### src/rtl/bitonic_sort_frame_ctrl.sv
// Frame sequencer for a 32-input pipelined bitonic sorting network.
// Fills a 32-slot input buffer from a valid/ready stream, holds it on the
// network for SORT_LAT+1 cycles, captures the sorted result, and replays it.
// Optional feature macro: SORT_PAD_EN (early end of frame via in_last; the
// unused slots are padded with all-ones so they sort to the top).
module bitonic_sort_frame_ctrl #(
  parameter int unsigned WIDTH    = 16,
  parameter int unsigned SORT_LAT = 15
) (
  input  logic             clk,
  input  logic             rst,
  input  logic [WIDTH-1:0] in_data,
  input  logic             in_valid,
  output logic             in_ready,
  input  logic             in_last,
  output logic [WIDTH-1:0] sort_in [0:31],
  input  logic [WIDTH-1:0] sort_out [0:31],
  output logic [WIDTH-1:0] out_data,
  output logic             out_valid,
  input  logic             out_ready,
  output logic             out_last,
  output logic             busy,
  output logic [15:0]      frame_cnt
);

  localparam int unsigned N     = 32;
  localparam int unsigned IDX_W = 5;
  localparam int unsigned LAT_W = (SORT_LAT < 1) ? 1 : $clog2(SORT_LAT + 1);

  typedef enum logic [1:0] {FILL, WAIT, DRAIN} state_t;

  state_t             state;
  logic [IDX_W-1:0]   wr_idx;
  logic [IDX_W-1:0]   rd_idx;
  logic [LAT_W-1:0]   lat_cnt;
  logic [WIDTH-1:0]   ibuf [0:N-1];
  logic [WIDTH-1:0]   obuf [0:N-1];
  logic [IDX_W-1:0]   last_idx;
  logic               frame_end_c;

`ifdef SORT_PAD_EN
  // Frame ends on slot 31 or on an early in_last.
  assign frame_end_c = in_last || (wr_idx == IDX_W'(N - 1));
`else
  logic unused_in_last;
  assign unused_in_last = in_last;
  // Fixed-size frames: only slot 31 ends the frame.
  assign frame_end_c = (wr_idx == IDX_W'(N - 1));
  assign last_idx    = IDX_W'(N - 1);
`endif

  // The network sees the input buffer directly; it only changes during FILL.
  assign sort_in = ibuf;

  // Frame FSM with all handshake outputs registered. DRAIN spends its first
  // cycle loading out_data from obuf, which puts first out_valid SORT_LAT+2
  // cycles after the final accept.
  always_ff @(posedge clk) begin
    if (rst) begin
      state     <= FILL;
      wr_idx    <= '0;
      rd_idx    <= '0;
      lat_cnt   <= '0;
      in_ready  <= 1'b1;
      out_valid <= 1'b0;
      out_last  <= 1'b0;
      out_data  <= '0;
      busy      <= 1'b0;
      frame_cnt <= '0;
      for (int i = 0; i < N; i++) begin
        ibuf[i] <= '0;
        obuf[i] <= '0;
      end
`ifdef SORT_PAD_EN
      last_idx  <= IDX_W'(N - 1);
`endif
    end else begin
      case (state)
        FILL: begin
          if (in_valid && in_ready) begin
            ibuf[wr_idx] <= in_data;
            wr_idx       <= wr_idx + IDX_W'(1);
            if (frame_end_c) begin
`ifdef SORT_PAD_EN
              for (int i = 0; i < N; i++) begin
                if (IDX_W'(i) > wr_idx) ibuf[i] <= '1;
              end
              last_idx <= wr_idx;
`endif
              state    <= WAIT;
              lat_cnt  <= LAT_W'(SORT_LAT);
              in_ready <= 1'b0;
              busy     <= 1'b1;
            end
          end
        end
        WAIT: begin
          if (lat_cnt == '0) begin
            obuf   <= sort_out;
            rd_idx <= '0;
            state  <= DRAIN;
          end else begin
            lat_cnt <= lat_cnt - LAT_W'(1);
          end
        end
        DRAIN: begin
          if (!out_valid) begin
            out_valid <= 1'b1;
            out_data  <= obuf[rd_idx];
            out_last  <= (rd_idx == last_idx);
          end else if (out_ready) begin
            if (rd_idx == last_idx) begin
              out_valid <= 1'b0;
              out_last  <= 1'b0;
              wr_idx    <= '0;
              frame_cnt <= frame_cnt + 16'd1;
              in_ready  <= 1'b1;
              busy      <= 1'b0;
              state     <= FILL;
            end else begin
              rd_idx   <= rd_idx + IDX_W'(1);
              out_data <= obuf[rd_idx + IDX_W'(1)];
              out_last <= ((rd_idx + IDX_W'(1)) == last_idx);
            end
          end
        end
        default: state <= FILL;
      endcase
    end
  end

endmodule

### config.mk
export PLATFORM = sky130hd
export DESIGN_NAME = bitonic_sort_frame_ctrl
export DESIGN_NICKNAME = d
export VERILOG_FILES = /design/src/rtl/bitonic_sort_frame_ctrl.sv
export SDC_FILE = /design/constraint.sdc
export NUM_CORES = 2
export LEC_CHECK = 0
export ABC_AREA = 1
export BUFFER_PORTS_ARGS = -buffer_cell sky130_fd_sc_hd__buf_2
export CAP_MARGIN = 10
export CORE_AREA = 2 2 418 420
export CTS_CLUSTER_SIZE = 30
export DETAILED_ROUTE_END_ITERATION = 16
export DIE_AREA = 0 0 420 422
export SLEW_MARGIN = 10
export SYNTH_ARGS = -nofsm -noshare
export SYNTH_HDL_FRONTEND = slang
export SYNTH_SLANG_ARGS = --single-unit
export TNS_END_PERCENT = 20
### constraint.sdc
create_clock -name clk -period 2.25 [get_ports clk]
set_input_delay 0.225 -clock clk [delete_from_list [all_inputs] [get_ports clk]]
set_output_delay 0.225 -clock clk [all_outputs]
set_load 0.005 [all_outputs]
==> metrics.csv <==
stage,metric,value,unit
outcome,outcome,"finished, final reports clean",
global_routing,first-pass GRT wire length,341300,µm
placed_design,port bufs,1079,
placed_design,Final GP Congestion,0.9439,
drt,top layer reached by signal wires,met5,
worst_setup_path,Required @ worst endpoint,2910,ps
power,PwrDens,1017,nW/µm²
global_routing,Tot GR Track Use,0.2547,
sta,hold slack,106.2,ps
power,Seq pwr share,0.379,
cells_and_area,Fill cells,17745,
drt,Vias/cell,5.058,
synth,most instantiated cells after synthesis,"1237 x nor2_1, 1170 x nand2_1, 1076 x dfxtp_1, 1019 x o21ai_0, 877 x nand3_1",
clocking,CTS tree,yes,
cells_and_area,share of cells above drive strength 1,0.2035,
clocking,Skew-Pair Late Insertion Delay,820,ps
drt,WL met2,113100,µm
sta,post-layout min period,2236,ps
synth,Synth area leader,dfxtp_1,
global_routing,total gr overflow,0,
synth,Synth Instances,7132,
worst_setup_path,WP data arrival,2900,ps
sta,Tcrit/Tclk final,0.9938,
power,switching part of the total,0.3714,
power,Clock power frac,0.308,
floorplan,io pins,1081,
floorplan,initial core utilization,0.2787,
floorplan,Placeable Area,172900,µm²
drt,Routed WL per cell,21.69,µm
sta,Rel. slew slack,0.5024,
sta,Final Max Slew Viols,0,
sta,TNS Setup,0,ps
drt,Vias,56102,
worst_setup_path,crit-path max FO,56,
synth,Synth Net Count,7675,
drt,WL met1,90230,µm
power,Max IR drop VDD,0.7558,mV
sta,Max Clock Freq,0.4472,GHz
power,leakage power,0.03060,µW
floorplan,die extent in y,422,µm
drt,Remaining DRCs,0,
power,switching pwr,25720,µW
global_routing,vias in the first global route,53434,
clocking,H-tree Lvls,4,
min_path,Hold WC Path Type,primary input to flip-flop,
synth,most instantiated library cell after synthesis,nor2_1,
cells_and_area,post-layout util,0.3939,
clocking,CTS Buf Count,130,
worst_setup_path,Setup CP Type,flip-flop to flip-flop,
sta,Tightest Pin Transition,746.5,ps
sta,RSZ-0062 raised after global routing,true,
clocking,CTS max path bufs,3,
drt,met3 wire len,19320,µm
synth,Synth top area share,0.4471,
synth,top_reg_cell synth,dfxtp_1,
sta,Final setup viols,0,
cells_and_area,"Net count, final",9206,
drt,DRT iter0 DRCs,5831,
drt,DRT Pass-1 Iters,7,
worst_setup_path,CP Capture Type,flip-flop,
sta,Worst Skew,39.30,ps
synth,Cell variety after synth,32,
power,Comb power frac,0.314,
sta,Fin. Hold Viols,0,
worst_setup_path,Worst setup SP type,flip-flop,
power,Internal,43530,µW
drt,Routed Wire Length,240600,µm
synth,Seq cells post-synth,1076,
drt,Post-DRT Antenna Nets,0,
clocking,CTS Root Cell,clkbuf_16,
synth,Synth Area per Inst,6.756,µm²
placed_design,placed wire-length estimate,161700,µm
synth,synthesis warning total,0,
clocking,clock sinks,1076,
floorplan,Die Wd,420,µm
synth,post-synthesis sequential area ratio,0.4471,
clocking,"Reg clk slew, reported paths",60,ps
synth,Post-synth EDFFs,0,
synth,Synth area leaders,"dfxtp_1 45%, o21ai_0 11%, nor2_1 9.6%",
floorplan,Cell Rows,153,
cells_and_area,area occupied by multi-input gates,22550,µm²
global_routing,initial antenna violation count,17,
cells_and_area,FF/Latch Area,21550,µm²
flow_run,max capacitance violation total,0,
global_routing,largest net degree at the start of global routing,98,
power,Tot Pwr,69250,µW
cells_and_area,P&R area growth vs syn,41.33,%
synth,fraction of registers with async set or reset after synthesis,0,
synth,Post-Syn Area,48180,µm²
floorplan,die area,177200,µm²
-- power groups by stage --
stage,clock [µW],combinational [µW],sequential (µW)
detailed placement,0,19700,26400
finish,21300,21700,26200
CTS,21700,20600,26100
floorplan,0,11900,25700
global placement,0,19500,26300
global route,22400,23900,26600
-- metal layers --
layer  up-vias  track usage
met2      2861       0.4225
met1     26268       0.2926
met3       805      0.05444
met4         4       0.1719
met5         -            0
li1      26164            -
-- sequential cells by signal, indices dropped and copies added (netlist names) --
name	count
obuf	512
out_valid	1
state	2
wr_idx	5
lat_cnt	4
frame_cnt	16
rd_idx	5
out_last	1
out_data	16
sort_in	512
busy	1
in_ready	1
-- logic make-up (layout without fill, tap and decap cells) --
| group | after synthesis | count (layout) | synth area share |
|---|---|---|---|
| and+or+nand+nor | 3345 | 3345 | 0.2899 |
| AOI/OAI and AO/OA | 1594 | 1594 | 0.1679 |
| buffers and inverters | 1104 | 2723 | 0.09187 |
| DFF | 1076 | 1076 | 0.4471 |
| adders and majority gates | 10 | 10 | 0.002597 |
| xor gates and xnor gates | 3 | 3 | 0.0007013 |
| other | 0 | 16 | 0 |
-- worst paths after layout --
| kind | from | slack, ps | to | cells past startpoint |
|---|---|---|---|---|
| hold / removal | in_data[9] | 110 | sort_in[361] | 4 |
| setup reg to reg | lat_cnt[0] | 10 | obuf[396] | 9 |
| hold reg to reg | obuf[120] | 460 | obuf[120] | 2 |
| setup / recovery | lat_cnt[0] | 10 | obuf[396] | 9 |
-- layout by cell type, fill, tap and decap left out, types with 5 or more instances in the layout --
cell type / synthesis / final
a211oi_1: 7 / 7
a21oi_1: 460 / 459
buf_12: 0 / 79
buf_16: 0 / 9
buf_2: 212 / 1079
buf_4: 2 / 242
buf_6: 0 / 10
buf_8: 0 / 5
bufinv_16: 0 / 5
clkbuf_1: 280 / 33
clkbuf_16: 0 / 139
clkbuf_8: 0 / 22
clkinv_2: 0 / 9
dfxtp_1: 1076 / 1072
diode_2: 0 / 16
dlygate4sd3_1: 0 / 530
ha_1: 10 / 6
inv_1: 493 / 487
inv_16: 0 / 5
inv_2: 41 / 42
inv_4: 4 / 5
inv_6: 0 / 9
nand2_1: 1170 / 1158
nand2_2: 0 / 10
nand3_1: 877 / 844
nand3_2: 0 / 31
nand4_1: 5 / 5
nor2_1: 1237 / 1229
nor2_2: 7 / 14
nor2_4: 34 / 35
nor3_1: 11 / 10
o211ai_1: 32 / 32
o21ai_0: 1019 / 1000
o21ai_1: 71 / 87
-- stage by stage --
stage	area, µm²	std cells	worst slack, ps
final	68100	11092	13.93
after global routing	68090	11087	-83.73
after CTS	67270	11037	-37.24
after detailed placement	57580	10285	-195.7
after global placement	57580	10285	-192.7
after floorplan	48250	7132	-8.081
-- worst max-delay path, cell delays in order, from the launching register on --
cell and delay [ps]:
dfxtp_1 310, inv_1 100, ha_2 200, nand2_2 90, nor2_4 220, clkinv_8 190, buf_6 210, buf_12 180
o21ai_0 470, a21oi_1 80
-- repair_timing --
| action | CTS | global route |
|---|---|---|
| cloned | 2 | 10 |
| resized for setup | 23 | 101 |
| endpoints found under the hold margin | 753 | 0 |
| endpoints found under the setup margin | 27 | 126 |
| pin swaps | 2 | 4 |
| hold buffers | 530 | 0 |
| buffers inserted | 0 | 29 |
-- area by class of cell --
type,instances,share of cell area
antenna,16,0.0005880
clock buffer,188,0.05514
clock inverter,32,0.006964
inverter,540,0.03046
multi-input combinational,4952,0.3312
sequential,1076,0.3165
tap,2325,0.04272
timing repair buffer,1961,0.2162
timing repair inverter,2,0.0002572
No activity file was read; power rests on OpenSTA's default activity.
